--- config.mk ---
export PLATFORM = sky130hd
export DESIGN_NAME = alu_operand_sequencer
export DESIGN_NICKNAME = d
export VERILOG_FILES = /design/src/rtl/alu_operand_sequencer.sv
export SDC_FILE = /design/constraint.sdc
export NUM_CORES = 1
export LEC_CHECK = 0
export CORE_MARGIN = 10
export CORE_UTILIZATION = 50
export CTS_CLUSTER_SIZE = 30
export DETAILED_ROUTE_END_ITERATION = 8
export DONT_BUFFER_PORTS = 1
export GPL_TIMING_DRIVEN = 0
export REMOVE_ABC_BUFFERS = 1
export SLEW_MARGIN = 0
export SYNTH_ARGS = -nofsm -noshare
export SYNTH_HDL_FRONTEND = slang
export SYNTH_SLANG_ARGS = --single-unit
--- constraint.sdc ---
create_clock -name clk -period 2.8 [get_ports clk]
set_input_delay 0.56 -clock clk [delete_from_list [all_inputs] [get_ports clk]]
set_output_delay 0.56 -clock clk [all_outputs]
set_load 0.03 [all_outputs]
--- src/rtl/alu_operand_sequencer.sv ---
// -----------------------------------------------------------------------------
// alu_operand_sequencer
//
// Board-side operand entry for an external ALU. Three raw buttons (step,
// enable, clear) are synchronised and debounced. A four-state FSM then uses
// the switch bank to capture operand A, operand B and the opcode/flag word.
// After that it latches the ALU result and flags for the display and the LEDs.
//
// Ports
//   clk, rst_n      system clock, asynchronous active-low reset
//   sw              switch bank, sampled only on a capture edge
//   btn_step        raw step button (acts only while btn_en is held)
//   btn_en          raw enable button
//   btn_clr         raw clear button
//   f_in, nzcv_in   result and flags from the external ALU
//   a, b            operands to the ALU
//   alu_op, cf, vf,
//   shift_cout      opcode and carry/overflow/shift-carry inputs to the ALU
//   disp_data       {value, valid} word for the 7-segment display
//   nzcv            latched ALU flags for the LEDs
//   state           current FSM state for the LEDs
//   result_valid    high for the single cycle in which the result is latched
// -----------------------------------------------------------------------------
module alu_operand_sequencer #(
  parameter int WIDTH           = 32,
  parameter int OP_W            = 4,
  parameter int DEBOUNCE_CYCLES = 20000
) (
  input  logic             clk,
  input  logic             rst_n,
  input  logic [WIDTH-1:0] sw,
  input  logic             btn_step,
  input  logic             btn_en,
  input  logic             btn_clr,
  input  logic [WIDTH-1:0] f_in,
  input  logic [3:0]       nzcv_in,
  output logic [WIDTH-1:0] a,
  output logic [WIDTH-1:0] b,
  output logic [OP_W-1:0]  alu_op,
  output logic             cf,
  output logic             vf,
  output logic             shift_cout,
  output logic [WIDTH:0]   disp_data,
  output logic [3:0]       nzcv,
  output logic [1:0]       state,
  output logic             result_valid
);

  typedef enum logic [1:0] {
    S_A   = 2'd0,
    S_B   = 2'd1,
    S_OP  = 2'd2,
    S_RES = 2'd3
  } state_t;

  localparam int CNT_W = $clog2(DEBOUNCE_CYCLES);
  localparam logic [CNT_W-1:0] CNT_LAST = CNT_W'(DEBOUNCE_CYCLES - 1);

  // Bit positions of the three buttons inside the conditioning vectors.
  localparam int I_STEP = 0;
  localparam int I_EN   = 1;
  localparam int I_CLR  = 2;

  state_t           st;
  logic [2:0]       raw;
  logic [2:0]       sync1;
  logic [2:0]       sync2;
  logic [2:0]       deb;
  logic [2:0]       deb_q;
  logic [CNT_W-1:0] cnt [3];
  logic             step_evt;
  logic             clr_evt;

  assign raw   = {btn_clr, btn_en, btn_step};
  assign state = st;

  // Input conditioning: a 2-FF synchroniser feeds a debouncer. The debouncer
  // counts consecutive synchronised samples that differ from the accepted
  // level. Any sample that agrees with the accepted level restarts the count.
  always_ff @(posedge clk or negedge rst_n) begin
    if (!rst_n) begin
      sync1 <= '0;
      sync2 <= '0;
      deb   <= '0;
      deb_q <= '0;
      // NOTE: this is a three-entry counter bank, not a RAM. Resetting it
      // guarantees that a level held through reset debounces from a known
      // count.
      for (int i = 0; i < 3; i++) cnt[i] <= '0;
    end else begin
      // NOTE: non-blocking assignments let sync2 take the old sync1. This is
      // what makes the two flops a real two-stage synchroniser.
      sync1 <= raw;
      sync2 <= sync1;
      deb_q <= deb;
      for (int i = 0; i < 3; i++) begin
        if (sync2[i] == deb[i]) begin
          cnt[i] <= '0;
        end else if (cnt[i] == CNT_LAST) begin
          deb[i] <= sync2[i];
          cnt[i] <= '0;
        end else begin
          cnt[i] <= cnt[i] + 1'b1;
        end
      end
    end
  end

  // Each event lasts for the first cycle of a debounced high level.
  // The enable qualifier is applied at that edge only. A step edge seen
  // without enable is lost for good.
  assign step_evt = deb[I_STEP] & ~deb_q[I_STEP] & deb[I_EN];
  assign clr_evt  = deb[I_CLR]  & ~deb_q[I_CLR];

  // Operand sequencer. result_valid is high for exactly the first S_RES cycle.
  // It also marks the cycle in which f_in/nzcv_in are latched, which gives the
  // ALU one full cycle to settle after the opcode capture.
  always_ff @(posedge clk or negedge rst_n) begin
    if (!rst_n) begin
      st           <= S_A;
      a            <= '0;
      b            <= '0;
      alu_op       <= '0;
      cf           <= 1'b0;
      vf           <= 1'b0;
      shift_cout   <= 1'b0;
      nzcv         <= '0;
      disp_data    <= '0;
      result_valid <= 1'b0;
    end else begin
      result_valid <= 1'b0;
      if (clr_evt) begin
        // Clear overrides a step that arrives in the same cycle.
        st         <= S_A;
        a          <= '0;
        b          <= '0;
        alu_op     <= '0;
        cf         <= 1'b0;
        vf         <= 1'b0;
        shift_cout <= 1'b0;
        nzcv       <= '0;
        disp_data  <= '0;
      end else begin
        if (st == S_RES && result_valid) begin
          disp_data <= {f_in, 1'b1};
          nzcv      <= nzcv_in;
        end
        if (step_evt) begin
          case (st)
            S_A: begin
              a         <= sw;
              disp_data <= {sw, 1'b1};
              st        <= S_B;
            end
            S_B: begin
              b         <= sw;
              disp_data <= {sw, 1'b1};
              st        <= S_OP;
            end
            S_OP: begin
              {alu_op, cf, vf, shift_cout} <= sw[WIDTH-1 -: OP_W+3];
              result_valid                 <= 1'b1;
              st                           <= S_RES;
            end
            S_RES: begin
              // Hold everything so the display keeps showing the result.
              st <= S_A;
            end
            default: st <= S_A;
          endcase
        end
      end
    end
  end

endmodule

==> results of run 1 <==
-- cell usage in the layout (no fill, tap or decap), drive strengths merged, types with 4 or more instances in the layout --
cell    Yosys  final
nor3        8      8
dfrtp     167    167
a21oi      15     15
inv        10     10
and3        4      4
buf        12      4
a311oi     32     32
ha          7      7
a22o       64     64
nand4      14     14
clkbuf     30     21
xnor2      24     24
nand3      22     22
xor2       18     18
nor4        8      8
nand2      92     92
nor2       86     86
and4        5      5
clkinv      0      6
-- cells in the mapped netlist, types with 6 or more instances --
cell / instances
a21oi_1: 15
a22o_1: 64
a311oi_1: 32
buf_1: 6
clkbuf_1: 30
dfrtp_1: 167
ha_1: 7
inv_1: 10
nand2_1: 92
nand3_1: 22
nand4_1: 14
nor2_1: 86
nor3_1: 8
nor4_1: 8
xnor2_1: 24
xor2_1: 18
-- path summary, 6_finish.rpt --
check                      slack [ps]  depth (start not counted)      from             to
max in group asynchronous        2660                          0     rst_n       sync1[1]
hold reg to reg                   350                          0  sync1[0]       sync2[0]
min in group clk                  160                          0   btn_clr       sync1[2]
setup reg to reg                  230                          6  state[0]  disp_data[21]
hold / removal                   -170                          0     rst_n  disp_data[17]
setup / recovery                  230                          6  state[0]  disp_data[21]
-- flip-flops by register name, indices dropped and copies added, names as in the netlist --
signal        count
a                32
cf                1
sync2             3
b                32
deb               3
disp_data        33
nzcv              4
result_valid      1
shift_cout        1
sync1             3
deb_q             2
cnt              45
state             2
alu_op            4
vf                1
-- layer usage --
metal  vias to the layer above  GRT usage (%)  wire (um)
met5                         -              0          0
met4                         0           5.62        286
met3                        19           7.17       1870
met2                       198           32.4       9170
met1                      2485           24.7       7500
li1                       2206              -          -
-- layout make-up --
class / instances / share of cell area (%)
Tap cell: 180 / 2.93
Sequential cell: 167 / 54.4
Inverter: 10 / 0.488
Timing Repair Buffer: 4 / 1.24
Clock inverter: 9 / 1.37
Clock buffer: 21 / 5.73
Multi-Input combinational cell: 418 / 33.9
-- where the power goes --
group / internal (mW) / leakage [nW] / switching (mW)
clock network: 1.30 / 0.267 / 0.923
logic: 0.0304 / 1.01 / 0.0328
registers: 2.45 / 2.18 / 0.0841
total: 3.78 / 3.45 / 1.04
-- cells by family after synthesis --
group | synth area share [%]
adder cells (fa/ha/maj) | 1.26
AND/OR/NAND/NOR | 16.3
flip-flops | 60.1
multiplexers | 0.540
XOR/XNOR | 5.29
AO/OA/AOI/OAI | 13.4
buffers and inverters | 3.10
==> reports/results.tsv, run 1 <==
metric	value	unit
avgRoutedWirePerCell	23.3	um
dieArea	19000	um^2
path_cells	inv_1 -> ha_1 -> o21ai_4 -> buf_12 -> nor2_1 -> a311oi_1	
grt_pass1_wl	29000	um
io_buffer_count	0	
rsz0062_at_grt	false	
cts_sinks	167	
synth_top_cell_area_share	60.1	%
yosysTopAreaCell	dfrtp_1	
synth_edf_count	0	
synth_area	6950	um^2
postSynthAreaPerCell	10.9	um^2
skew	8.93	ps
critPathSlowestCell	o21ai_4	
ir_drop	363	uV
fin_hold_ws	-171	ps
setup_slack	233	ps
antenna_found_initial	0	
cp_top_family	compound AO/OA/AOI/OAI gates	
utilization	55.8	%
grt_pass1_vias	4867	
htreeDepth	4	
path_clk_slew	60	ps
ys_ff_latch	167	
nets	698	
pre_cts_ws	252	ps
finalHoldViolCount	167	
start_util	50.5	%
dr.first_iter.drc_count	336	
grt_max_degree	168	
cp.arrival	2880	ps
track_usage	20.0	%
placedCellCount	779	
fin_crit	2570	ps
tightest_slew	997	ps
max_freq	389	MHz
dp_hpwl	12500	um
slew_violations	0	
route.detailed.drc	0	
area_delta_synth_final	10.6	%
crit_buf_inv	2	
die_h	138	um
vias	4908	
crit_path_start_kind	flop	
slowest_delay	820	ps
cp_data_required_time	3110	ps
ys_warn_count	0	
cts-root-buf	clkbuf_16	
grt.overflow.total	0	
rows	43	
ctsLongestPathBuffers	2	
place_area	7140	um^2
setup_viol	0	
max_cap_viol_count	0	
viasPerCell	6.07	
synth_area_leaders	dfrtp_1 (60%), a22o_1 (8.1%), nand2_1 (5.0%), nor2_1 (4.6%), a311oi_1 (4.0%)	
ant_nets	0	
fp.dieW	138	um
outcome	finished, violations left	
violations	hold timing	
cts_resized	0	
design_area	7690	um^2
multi_input_area	2600	um^2
power_density	627	nW/um^2
cts_setup_buffers	0	
yosysUniqueCellTypes	36	
worst_slew_margin_rel	33.3	%
power.leakage	3.45	nW
insertion_delay	420	ps
numCtsBuffers	17	
postSynth.asyncResetShare	100	%
seq_area	4180	um^2
core-area	13800	um^2
cp_max_fo	35	
routed_wl	18800	um
fin_setup_tns	0	ps
first_pass_iters	7	
critical_path_class	reg -> reg	
drive_above_1_share	6.84	%
fill_cells	1187	
critPathCaptureType	flop	
ys.flop_type	dfrtp_1	
power	4.82	mW
gp_congestion	0.789	
hold_class	in -> async	
ioPinCount	184	
yosysSeqAreaShare	60.1	%
cts_tree	done	
antenna_cells	0	
period_share	91.7	%
netlist_instances	637	
stdcell_count	809	
Note: power is estimated with default switching activity, not from simulation.
==> run 2: changes to the inputs <==
==> constraint.sdc (replaced) <==
create_clock -name clk -period 2.8 [get_ports clk]
set_input_delay 0.7 -clock clk [delete_from_list [all_inputs] [get_ports clk]]
set_output_delay 0.7 -clock clk [all_outputs]
set_load 0.03 [all_outputs]
==> results of run 2 <==
The final DEF is identical to that of run 1. Status: finished, violations left: hold timing.
Main changes from that run: hold slack -171 ps -> -30.5 ps; number of hold violations in the final report 167 -> 30
==> run 3: changes to the inputs <==
CORE_ASPECT_RATIO = 1.1   (was not set)
CORE_MARGIN = 3   (was 10)
==> run 3 against run 2 <==
Against the previous run:
- the flow still finishes with violations (hold timing)
- sequential power hardly changed
- via count grew 1.2%
- count of clock-buffer cells in the layout grew 3
- setup slack better by 58 ps
- cell count up 0.87%
- maximum frequency rose by 2.3%
- critical endpoint is now disp_data[12]
==> reports/results.tsv, run 3 (same netlist as run 1, synthesis figures left out) <==
metric	value	unit	change
outcome	finished, violations left		unchanged
violations	hold timing		unchanged
cp_max_fo	29		was 35
cts_setup_buffers	0		unchanged
critPathSlowestCell	dfrtp_1		was o21ai_4
regMostFlops	cnt		unchanged
final_common_cell	dfrtp_1		unchanged
core-area	13400	um^2	was 13,800 um^2
cts_sinks	167		unchanged
final_cell_mix	dfrtp_1 (167), nand2_1 (91), nor2_1 (86)		unchanged
crit_path_start_kind	flop		unchanged
hold_class	in -> async		unchanged
dp_hpwl	11700	um	was 12,500 um
cts_resized	0		unchanged
fin_crit	2510	ps	was 2570 ps
grt.overflow.total	0		unchanged
period_share	89.6	%	was 91.7%
cp.arrival	2810	ps	was 2880 ps
nets	699		was 698
cts_tree	done		unchanged
cp_data_required_time	3110	ps	about the same
routed-wl-met3	1380	um	was 1870 um
path_clk_slew	60	ps	about the same
antenna_found_initial	0		unchanged
ctsLongestPathBuffers	2		unchanged
top_regs	cnt (45), disp_data (33)		unchanged
routed_wl	17800	um	was 18,800 um
insertion_delay	420	ps	about the same
cp_common_cell	buf_16		
area_delta_synth_final	12.0	%	was 10.6%
slew_violations	0		unchanged
htreeDepth	4		unchanged
die_h	130	um	was 138 um
wl_met1	6910	um	was 7500 um
cts-root-buf	clkbuf_16		unchanged
vias	4966		was 4,908
power.leakage	3.49	nW	was 3.45 nW
route.detailed.drc	0		unchanged
max_cap_viol_count	0		unchanged
setup_viol	0		unchanged
ioPinCount	184		unchanged
gp_congestion	0.876		was 0.789
grt_pass1_vias	5050		was 4,867
power_density	640	nW/um^2	was 627 nW/um^2
first_pass_iters	6		was 7
io_buffer_count	0		unchanged
path_cells	inv_1 -> ha_1 -> o21ai_4 -> buf_16 -> buf_16 -> nor2_1 -> a311oi_1		was inv_1 -> ha_1 -> o21ai_4 -> buf_12 -> nor2_1 -> a311oi_1
ant_nets	0		unchanged
fin_hold_ws	-26.4	ps	was -30.5 ps
tightest_slew	884	ps	was 997 ps
rsz0062_at_grt	false		unchanged
avgRoutedWirePerCell	21.8	um	was 23.3 um
slowest_delay	630	ps	was 820 ps
track_usage	24.0	%	was 20.0%
highest_layer	met4		unchanged
skew	4.70	ps	was 8.93 ps
ir_drop	328	uV	was 363 uV
worst_slew_margin_rel	41.1	%	was 33.3%
antenna_cells	0		unchanged
fp.dieW	118	um	was 138 um
dieArea	15400	um^2	was 19,000 um^2
grt_pass1_wl	28500	um	was 29,000 um
rows	44		was 43
dr.first_iter.drc_count	297		was 336
grt_max_degree	168		unchanged
start_util	52.0	%	was 50.5%
drive_above_1_share	7.28	%	was 6.84%
max_freq	398	MHz	was 389 MHz
wl_met2	9030	um	was 9170 um
fin_setup_tns	0	ps	unchanged
largest_register_ffs	45		unchanged
numCtsBuffers	17		unchanged
viasPerCell	6.09		was 6.07
critical_path_class	reg -> reg		unchanged
finalHoldViolCount	72		was 30
critPathCaptureType	flop		unchanged
power	4.98	mW	was 4.82 mW
run 3: cell count changes in the layout (fill, tap and decap cells not counted), sizes merged:
cell      before  now
bufinv         2    3
clkinv         6    3
clkbuf        21   24
buf            4    5
clkinvlp       1    2
run 3: layer usage:
| metal | global-route usage, % | vias to the layer above |
|---|---|---|
| met2 | 41.5 | 183 |
| met3 | 7.73 | 33 |
| met1 | 28.5 | 2544 |
| met4 | 8.93 | 0 |
| met5 | 0 | - |
| li1 | - | 2206 |
run 3: where the power goes:
group | internal (mW) | switching, mW | leakage, nW
clock network | 1.47 | 0.912 | 0.290
logic | 0.0306 | 0.0338 | 1.02
registers | 2.45 | 0.0820 | 2.18
total | 3.95 | 1.03 | 3.49
run 3: cell type report:
type	count	area, um^2
flip-flops and latches	167	4180
clock inverters	8	120
clock buffers	24	482
well taps	184	230
inverters	10	37.5
multi-input cells	418	2600
fillers	1172	5600
repair buffers	5	130
run 3: worst max-delay path, delay by kind of cell, from the launching register on:
kind	cells	cell delay (ps)
buffers and inverters	3	570
adders and majority gates	1	320
AOI/OAI and AO/OA	2	810
DFF	1	630
and+or+nand+nor	1	60
run 3: final timing paths:
kind / cells past startpoint / slack (ps) / from / endpoint
min: 0 / -30 / rst_n / a[9]
max: 7 / 290 / state[0] / disp_data[12]
max in group asynchronous: 0 / 2570 / rst_n / disp_data[26]
min reg2reg: 0 / 340 / sync1[1] / sync2[1]
max reg2reg: 7 / 290 / state[0] / disp_data[12]
min in group clk: 0 / 310 / btn_clr / sync1[2]
run 3: through the flow:
step	cells	worst slack (ps)	utilization, %	hold WS, ps	area, um^2
3_5_place_dp	784	287	53.7	335	7180
3_3_place_gp	779	-4390	52.3	335	7000
4_1_cts	816	290	58.2	-41.9	7780
2_1_floorplan	595	-2040	-	331	6770
6_report	816	290	58.2	-26.4	7780
5_1_grt	816	92.9	58.2	-50.3	7780
